## config.mk

```make
export PLATFORM = sky130hd
export DESIGN_NAME = buf_wr_arbiter_flat
export DESIGN_NICKNAME = d
export VERILOG_FILES = /design/src/rtl/buf_arb_pkg.sv /design/src/rtl/buf_wr_arbiter_if.sv /design/src/rtl/buf_arb_sat_cnt.sv /design/src/rtl/buf_wr_arbiter.sv /design/src/flat_wrapper.sv
export SDC_FILE = /design/constraint.sdc
export NUM_CORES = 1
export LEC_CHECK = 0
export ABC_AREA = 1
export ABC_CLOCK_PERIOD_IN_PS = 1300
export BUFFER_PORTS_ARGS = -buffer_cell sky130_fd_sc_hd__buf_2
export CORE_UTILIZATION = 44
export CTS_BUF_LIST = sky130_fd_sc_hd__clkbuf_4
export CTS_CLUSTER_SIZE = 16
export DETAILED_ROUTE_END_ITERATION = 16
export PLACE_DENSITY = 0.75
export SYNTH_ARGS = -nofsm -noshare
export SYNTH_HDL_FRONTEND = slang
export SYNTH_SLANG_ARGS = --single-unit
```

## constraint.sdc

```tcl
create_clock -name clk -period 1.3 [get_ports clk]
set_input_delay 0.195 -clock clk [delete_from_list [all_inputs] [get_ports clk]]
set_output_delay 0.195 -clock clk [all_outputs]
set_load 0.05 [all_outputs]
```

## src/rtl/buf_arb_pkg.sv

```systemverilog
// Shared types for the buffer write-port arbiter.
// Stats counters are enabled with BUF_ARB_STATS_EN.
package buf_arb_pkg;

  typedef enum logic [1:0] {
    OWN_NONE = 2'b00,
    OWN_HOST = 2'b01,
    OWN_ARR  = 2'b10
  } owner_e;

  typedef enum logic [1:0] {
    IDLE,
    GNT_HOST,
    GNT_ARR
  } arb_state_e;

  localparam int STAT_W = 16;

  function automatic owner_e state_owner(
    input arb_state_e s
  );
    owner_e o;
    o = OWN_NONE;
    unique case (1'b1)
      (s == GNT_HOST): o = OWN_HOST;
      (s == GNT_ARR):  o = OWN_ARR;
      default:         o = OWN_NONE;
    endcase
    return o;
  endfunction

endpackage

```

## src/rtl/buf_wr_arbiter_if.sv

```systemverilog
// Requester handshakes and buffer write port of buf_wr_arbiter.
// master = requester/buffer side, slave = arbiter side.
interface buf_wr_arbiter_if
  import buf_arb_pkg::*;
#(
  parameter int ADDR_SIZE = 10,
  parameter int WORD_SIZE = 16
) ();

  logic                 h_valid;
  logic                 h_last;
  logic [ADDR_SIZE-1:0] h_addr;
  logic [WORD_SIZE-1:0] h_data;
  logic                 h_ready;

  logic                 a_valid;
  logic                 a_last;
  logic [ADDR_SIZE-1:0] a_addr;
  logic [WORD_SIZE-1:0] a_data;
  logic                 a_ready;

  logic                 w_en;
  logic [ADDR_SIZE-1:0] w_addr;
  logic [WORD_SIZE-1:0] w_data;
  owner_e               owner;

  modport master (
    output h_valid, h_last, h_addr, h_data,
    output a_valid, a_last, a_addr, a_data,
    input  h_ready, a_ready,
    input  w_en, w_addr, w_data, owner
  );

  modport slave (
    input  h_valid, h_last, h_addr, h_data,
    input  a_valid, a_last, a_addr, a_data,
    output h_ready, a_ready,
    output w_en, w_addr, w_data, owner
  );

endinterface

```

## src/rtl/buf_arb_sat_cnt.sv

```systemverilog
// Saturating event counter with asynchronous active-high reset.
// Used for beat statistics under BUF_ARB_STATS_EN.
module buf_arb_sat_cnt
  import buf_arb_pkg::*;
#(
  parameter int W = STAT_W
) (
  input  logic         clk,
  input  logic         rst,
  input  logic         inc,
  output logic [W-1:0] cnt
);

  always_ff @(posedge clk or posedge rst) begin
    if (rst) begin
      cnt <= '0;
    end else if (inc && (cnt != '1)) begin
      cnt <= cnt + 1'b1;
    end
  end

endmodule

```

## src/rtl/buf_wr_arbiter.sv

```systemverilog
// Two-requester burst arbiter for the buffer write port.
// BUF_ARB_STATS_EN adds saturating h_beats/a_beats counters.
module buf_wr_arbiter
  import buf_arb_pkg::*;
#(
  parameter int ADDR_SIZE = 10,
  parameter int WORD_SIZE = 16,
  parameter int MAX_BURST = 64
) (
  input  logic        clk,
  input  logic        rst,
`ifdef BUF_ARB_STATS_EN
  output logic [15:0] h_beats,
  output logic [15:0] a_beats,
`endif
  buf_wr_arbiter_if.slave bus
);

  localparam int CW = $clog2(MAX_BURST);
  localparam logic [CW-1:0] CYC_MAX = CW'(MAX_BURST - 1);

  arb_state_e    state;
  arb_state_e    state_nxt;
  owner_e        last_owner;
  owner_e        last_nxt;
  logic [CW-1:0] cyc_cnt;
  logic [CW-1:0] cyc_nxt;

  logic acc_h;
  logic acc_a;
  logic tenure_up;

  assign acc_h     = bus.h_valid && (state == GNT_HOST);
  assign acc_a     = bus.a_valid && (state == GNT_ARR);
  assign tenure_up = (cyc_cnt == CYC_MAX);

  always_ff @(posedge clk or posedge rst) begin
    if (rst) begin
      state      <= IDLE;
      last_owner <= OWN_ARR;
      cyc_cnt    <= '0;
    end else begin
      state      <= state_nxt;
      last_owner <= last_nxt;
      cyc_cnt    <= cyc_nxt;
    end
  end

  always_comb begin
    state_nxt = state;
    last_nxt  = last_owner;
    cyc_nxt   = cyc_cnt;
    unique case (1'b1)
      (state == GNT_HOST): begin
        if (acc_h && bus.h_last) begin
          last_nxt  = OWN_HOST;
          cyc_nxt   = '0;
          state_nxt = bus.a_valid ? GNT_ARR : IDLE;
        end else if (tenure_up && bus.a_valid) begin
          last_nxt  = OWN_HOST;
          cyc_nxt   = '0;
          state_nxt = GNT_ARR;
        end else if (!tenure_up) begin
          cyc_nxt = cyc_cnt + 1'b1;
        end
      end
      (state == GNT_ARR): begin
        if (acc_a && bus.a_last) begin
          last_nxt  = OWN_ARR;
          cyc_nxt   = '0;
          state_nxt = bus.h_valid ? GNT_HOST : IDLE;
        end else if (tenure_up && bus.h_valid) begin
          last_nxt  = OWN_ARR;
          cyc_nxt   = '0;
          state_nxt = GNT_HOST;
        end else if (!tenure_up) begin
          cyc_nxt = cyc_cnt + 1'b1;
        end
      end
      default: begin
        cyc_nxt = '0;
        // On a tie the requester that did not hold the last tenure wins
        if (bus.h_valid && bus.a_valid) begin
          state_nxt = (last_owner == OWN_HOST) ? GNT_ARR : GNT_HOST;
        end else if (bus.h_valid) begin
          state_nxt = GNT_HOST;
        end else if (bus.a_valid) begin
          state_nxt = GNT_ARR;
        end
      end
    endcase
  end

  always_comb begin
    bus.h_ready = (state == GNT_HOST);
    bus.a_ready = (state == GNT_ARR);
    bus.owner   = state_owner(state);
  end

  always_ff @(posedge clk or posedge rst) begin
    if (rst) begin
      bus.w_en   <= 1'b0;
      bus.w_addr <= '0;
      bus.w_data <= '0;
    end else begin
      bus.w_en <= acc_h || acc_a;
      if (acc_h) begin
        bus.w_addr <= bus.h_addr;
        bus.w_data <= bus.h_data;
      end else if (acc_a) begin
        bus.w_addr <= bus.a_addr;
        bus.w_data <= bus.a_data;
      end
    end
  end

`ifdef BUF_ARB_STATS_EN
  buf_arb_sat_cnt #(.W(16)) u_h_cnt (
    .clk (clk),
    .rst (rst),
    .inc (acc_h),
    .cnt (h_beats)
  );

  buf_arb_sat_cnt #(.W(16)) u_a_cnt (
    .clk (clk),
    .rst (rst),
    .inc (acc_a),
    .cnt (a_beats)
  );
`endif

endmodule

```

## src/flat_wrapper.sv

```systemverilog
// flat-port wrapper written by rule: the top's interface ports become plain ports
module buf_wr_arbiter_flat import buf_arb_pkg::*;
#(
  parameter int ADDR_SIZE = 10,
  parameter int WORD_SIZE = 16,
  parameter int MAX_BURST = 64
)
  (clk, rst, bus_h_valid, bus_h_last, bus_h_addr, bus_h_data, bus_a_valid, bus_a_last, bus_a_addr, bus_a_data, bus_h_ready, bus_a_ready, bus_w_en, bus_w_addr, bus_w_data, bus_owner);
  buf_wr_arbiter_if #(.ADDR_SIZE(ADDR_SIZE), .WORD_SIZE(WORD_SIZE)) bus_i ();
  input  logic clk;
  input  logic rst;
  input wire logic [$bits(bus_i.h_valid)-1:0] bus_h_valid;
  input wire logic [$bits(bus_i.h_last)-1:0] bus_h_last;
  input wire logic [$bits(bus_i.h_addr)-1:0] bus_h_addr;
  input wire logic [$bits(bus_i.h_data)-1:0] bus_h_data;
  input wire logic [$bits(bus_i.a_valid)-1:0] bus_a_valid;
  input wire logic [$bits(bus_i.a_last)-1:0] bus_a_last;
  input wire logic [$bits(bus_i.a_addr)-1:0] bus_a_addr;
  input wire logic [$bits(bus_i.a_data)-1:0] bus_a_data;
  output wire logic [$bits(bus_i.h_ready)-1:0] bus_h_ready;
  output wire logic [$bits(bus_i.a_ready)-1:0] bus_a_ready;
  output wire logic [$bits(bus_i.w_en)-1:0] bus_w_en;
  output wire logic [$bits(bus_i.w_addr)-1:0] bus_w_addr;
  output wire logic [$bits(bus_i.w_data)-1:0] bus_w_data;
  output wire logic [$bits(bus_i.owner)-1:0] bus_owner;
  assign bus_i.h_valid = bus_h_valid;
  assign bus_i.h_last = bus_h_last;
  assign bus_i.h_addr = bus_h_addr;
  assign bus_i.h_data = bus_h_data;
  assign bus_i.a_valid = bus_a_valid;
  assign bus_i.a_last = bus_a_last;
  assign bus_i.a_addr = bus_a_addr;
  assign bus_i.a_data = bus_a_data;
  assign bus_h_ready = bus_i.h_ready;
  assign bus_a_ready = bus_i.a_ready;
  assign bus_w_en = bus_i.w_en;
  assign bus_w_addr = bus_i.w_addr;
  assign bus_w_data = bus_i.w_data;
  assign bus_owner = bus_i.owner;
  buf_wr_arbiter #(.ADDR_SIZE(ADDR_SIZE), .WORD_SIZE(WORD_SIZE), .MAX_BURST(MAX_BURST)) u_core (.clk(clk), .rst(rst), .bus(bus_i));
endmodule
```

-- Word level (Yosys, flattened, before mapping)
Index checks and enable logic that the tools add are counted.
- eq/ne operators: 6
- reduce and logical (&&, ||, !) cells: 13
- muxes and demuxes: 27
- $add $sub $neg: 1
- operators with widths (operator ; number):
    2-to-1 mux 16 bit ; 2
    2-to-1 mux 6 bit ; 5
    2-to-1 mux 2 bit ; 13
    2-to-1 mux 10 bit ; 2
    case mux 2 bit (2 select lines) ; 3
    case mux 6 bit (2 select lines) ; 1
    logical AND 1 bit ; 7
    adder 6 x 1 -> 6 bit (second input constant) ; 1
    equality test 6 bit (second input constant) ; 1
    != test 3 x 1 -> 1 bit (second input constant) ; 2
    AND reduction 3 bit ; 2
    nonzero test 5 bit ; 1
    equality test 2 x 1 -> 1 bit (second input constant) ; 2
    nonzero test 2 bit ; 2
    equality test 2 bit (second input constant) ; 1
    logical OR 1 bit ; 1
    2-to-1 mux 1 bit ; 1
- bits of input ports: 58
- logic and storage cells: 53
- bits in registers: 37

-- Longest topological paths before layout
- depth after elaboration: 5
- mapped depth: 9
- gate-level depth less buffers: 9

-- Least setup slack after synthesis
No wires, ideal clock.
- path kind: flip-flop to flip-flop
- from: register u_core.state[0]
- to: register u_core.bus.w_addr[0]
- data arrival time: 1.680 ns
- slack: -0.500 ns
- stages on the path, launching flop included: 9
- buffers on the path: 1
- cells stage by stage: dfrtp_1 inv_1 ha_1 nand2_1 nand2_8 inv_4 buf_6 nand2_1 o21ai_2
- longest elaborated chain between the ends: 3
- elaborated cells on any way between the ends: 6
- classes of those cells: eq/ne (2); mux (1); reduce/logical (3)
- RTL lines (what ; RTL line ; source):
    start: declaration ; buf_wr_arbiter.sv:22 ; arb_state_e state;
    start signal: assignment ; buf_wr_arbiter.sv:43 ; state <= state_nxt;
    equality test 2 bit ; -- ;
    named net bus_a_ready ; flat_wrapper.sv:21 ; output wire logic [$bits(bus_i.a_ready)-1:0] bus_a_ready;
    logical AND 1 bit ; buf_wr_arbiter.sv:34 ; assign acc_a = bus.a_valid && (state == GNT_ARR);
    nonzero test 2 bit (no line) ; -- ;
    end signal: assignment ; buf_wr_arbiter.sv:108 ; bus.w_addr <= bus.h_addr;
    end signal: assignment ; buf_wr_arbiter.sv:111 ; bus.w_addr <= bus.a_addr;
    end: declaration ; buf_wr_arbiter_if.sv:38 ; output w_en, w_addr, w_data, owner
The timed path passes the listed nets, and every way through them passes these cells.
A chain may end at the register's enable or synchronous reset.

-- Worst setup path after layout
- from: register u_core.state[0]
- to: register u_core.bus.w_addr[0]
- longest elaborated chain between the ends: 3
- elaborated cells on any way between the ends: 6
- classes of those cells: eq/ne (2); mux (1); reduce/logical (3)
- RTL lines (what ; RTL line):
    equality test 2 x 1 -> 1 bit or equality test 2 bit (tied branches) ; buf_wr_arbiter.sv:33, buf_wr_arbiter.sv:34
    logical AND 1 bit (on tied branches) ; buf_wr_arbiter.sv:33, buf_wr_arbiter.sv:34
    2-to-1 mux 10 bit or nonzero test 2 bit (tied branches) ; --
Parallel ways exist; a longest one is shown, timed or not.

==> summary.md <==
| Metric | Value |
|---|---|
| Hold_sp | `bus_a_addr[6]` |
| Combinational share of power | `0.690` |
| Critical Path Source Type | `register` |
| Worst path arrival time | `1.75 ns` |
| IO Pins | `89` |
| Remaining antenna violation count after routing | `0` |
| Crit-path max FO | `13` |
| Via count | `2095` |
| Sw Ratio | `0.5299` |
| Max Cap Viol | `0` |
| Clock Power Share | `0.093` |
| Final min period | `1.490 ns` |
| Total core area | `4414 sq um` |
| Number of global-route vias before repair | `2126` |
| Critical path launch point | `u_core.state[0]` |
| Period utilization | `1.146` |
| Hpwl dp | `3.539 mm` |
| Worst Setup EP | `u_core.bus.w_addr[0]` |
| Average wire per standard cell | `15.22 um` |
| Internal reg-to-reg setup slack | `-0.19 ns` |
| Drt via density | `5.122` |
| Slew Viols, Final | `0` |
| Worst Slack Setup Final | `-0.1897 ns` |
| I/O Buffers | `88` |
| Worst-Margin Slew | `0.2739 ns` |
| Largest net degree at the start of global routing | `38` |
| Longest Clk Path Bufs | `2` |
| CP Cell Sequence | `buf_6 > ha_4 > nand2_8 > buf_12 > inv_16 > o21ai_2 > o21ai_2` |
| Synth Cell Area | `2039 sq um` |
| Num CTS Buffers | `5` |
| Initial DRC count | `120` |
| Yosys cell types | `24` |
| Clk sinks | `37` |
| Layout cells sized above 1 | `0.6190` |
| Sequential power share | `0.217` |
| Clock latency on the worst-skew pair | `0.36 ns` |
| Post-synth top area share | `0.4417` |
| Most frequent cells in the layout | `buf_2 (84), nand2_1 (49), o21ai_2 (44)` |
| CP endpoint kind | `register` |
| Violated checks | `setup timing` |
| Worst hold margin | `0.08310 ns` |
| # setup viols final | `40` |
| Worst R2R Start | `u_core.state[0]` |
| Final net count | `419` |
| Fin. Hold Viols | `0` |
| First-pass GRT wire length | `10.20 mm` |
| Critical path class | `register to register` |
| Worst path max stage delay | `0.44 ns` |
| Die H | `70.08 um` |
| Initial antenna violation count | `0` |
| Routability Congestion | `0.8551` |
| Die width | `70.08 um` |
| Syn Nets | `301` |
| Area Overhead vs Synth | `63.99%` |
| CTS tree | `yes` |
| Rel. slew slack | `0.8187` |
| Internal power | `4187 uW` |
| Slowest CP cell | `dfrtp_1` |
| Cell taking the most area after synthesis | `dfrtp_1` |
| Cell repeated most along the worst path | `o21ai_2` |
| GRT Overall Usage | `0.2664` |
| Commonest non-fill, non-tap cell in the layout | `buf_2` |
| Net Sw Power | `4720 uW` |
| Worst EP required | `1.56 ns` |
| Pre-CTS WS | `-0.09030 ns` |
| Leading post-synthesis cells by cell area | `dfrtp_1 (44%), o21ai_2 (12%), nand2_1 (9.4%)` |
| Post-route DRC | `0` |
| Drt first pass iters | `4` |
| Diode count | `0` |
| Yosys warnings | `0` |
| Root buffer cell | `clkbuf_4` |
| Clk_skew | `0.01083 ns` |
| RSZ-0062 raised after global routing | `true` |
| P_leak | `0.001595 uW` |
| Die ar. | `4911 sq um` |
| Num rows | `24` |
| Initial Util | `0.4620` |
| Synth Register Bits | `37` |
| Remaining global-route overflow | `0` |
| Routed WL | `6.225 mm` |
| Clk slew on worst S/H paths | `0.13 ns` |
| R2R depth | `7` |
| H-Tree Depth | `2` |
| Gate Count Post-Synth | `238` |
| Hold WC Path Type | `input pin to register` |
| Status | `finished, violations left` |
| Average size of a mapped cell | `8.569 sq um` |
| Worst r2r dst | `u_core.bus.w_addr[0]` |
| Worst vdd ir | `1680 uV` |
| Post-synthesis sequential area ratio | `0.4546` |
| F_max | `671.3 MHz` |
| Pwr Density | `2663 nW/um^2` |
==> critical path, delay by kind of cell, from the launching register on <==
family | cells | cell delay, ns
buf+inv | 3 | 0.41
compound gates | 2 | 0.19
fa+ha+maj | 1 | 0.18
flops | 1 | 0.44
simple gates | 1 | 0.17
==> worst min-delay path by stage <==
stage                                 endpoint  cells after the start
final                     u_core.bus.w_addr[6]                      3
after global routing      u_core.bus.w_addr[6]                      3
after CTS                 u_core.bus.w_addr[6]                      3
after detailed placement     u_core.cyc_cnt[5]                      3
after global placement    u_core.bus.w_data[6]                      3
after floorplan           u_core.bus.w_addr[0]                      2
==> cells in the mapped netlist <==
cell,number
buf_4,1
xor2_1,1
nand2_4,1
inv_1,14
nor2_2,2
inv_6,1
nand2_2,3
inv_4,1
o21ai_2,28
nand2_1,51
a21oi_1,3
dfstp_2,1
buf_2,1
or2_2,2
buf_12,1
nor2_1,39
dfrtp_1,36
o21ai_0,13
nand4_1,5
nand3_1,8
buf_6,5
nand2_8,1
o21ai_1,15
ha_1,5
==> cell type report <==
cell class	count	area, sq um
fillers	275	1070
inverters	16	95.09
repair inverters	3	45.04
clock buffers	5	37.54
multi-input cells	179	1321
flip-flops and latches	37	928.4
repair buffers	114	805.8
well taps	52	65.06
clock inverters	3	46.29
==> timing repair <==
action                                  4_1_cts  5_1_grt
hold endpoints to repair                     36        0
hold buffers                                  1        0
gates resized for setup                      92       25
setup buffers                                 5        0
endpoints found under the setup margin       40       40
gates cloned                                  7        0
pin swaps                                    10        9
==> sequential cells by signal (all words and copies together), names as in the netlist <==
register           flops
u_core.bus.w_addr     10
u_core.bus.w_en        1
u_core.last_owner      2
u_core.state           2
u_core.bus.w_data     16
u_core.cyc_cnt         6
==> routing by layer <==
layer  routed length (um)  vias to the layer above  GRT usage  part of all wire
met1                 2491                      985     0.3221              0.40
met3                  334                       14    0.06061             0.054
met4                  141                        0    0.09333             0.023
li1                     -                     1025          -                 -
met5                    0                        -          0                 0
met2                 3258                       71     0.4637              0.52
==> power groups by stage <==
stage                     Combinational [uW]  Sequential (uW)  Clock [uW]
after floorplan                         2330             3340           0
after CTS                               5890             1900         838
after global routing                    6530             1980         889
final                                   6150             1930         828
after global placement                  4760             1910           0
after detailed placement                4820             1920           0
==> cells by family after synthesis <==
group / share of synthesized area
and+or+nand+nor: 0.2374
adders and majority gates: 0.03067
buffers and inverters: 0.07669
xor gates and xnor gates: 0.004295
DFF: 0.4546
AOI/OAI and AO/OA: 0.1963
==> per-stage QoR <==
stage                       util  cells  TNS [ns]  total power, uW  area (sq um)
final                     0.7577    409    -5.841             8907          3344
after global routing      0.7577    409    -8.095             9400          3344
after floorplan                -    238    -2.341             5673          2098
after detailed placement  0.6060    388    -1.671             6742          2675
after CTS                 0.7375    409    -5.001             8630          3256
after global placement    0.6060    388   -0.7198             6671          2675
(Power assumes the default switching activity.)
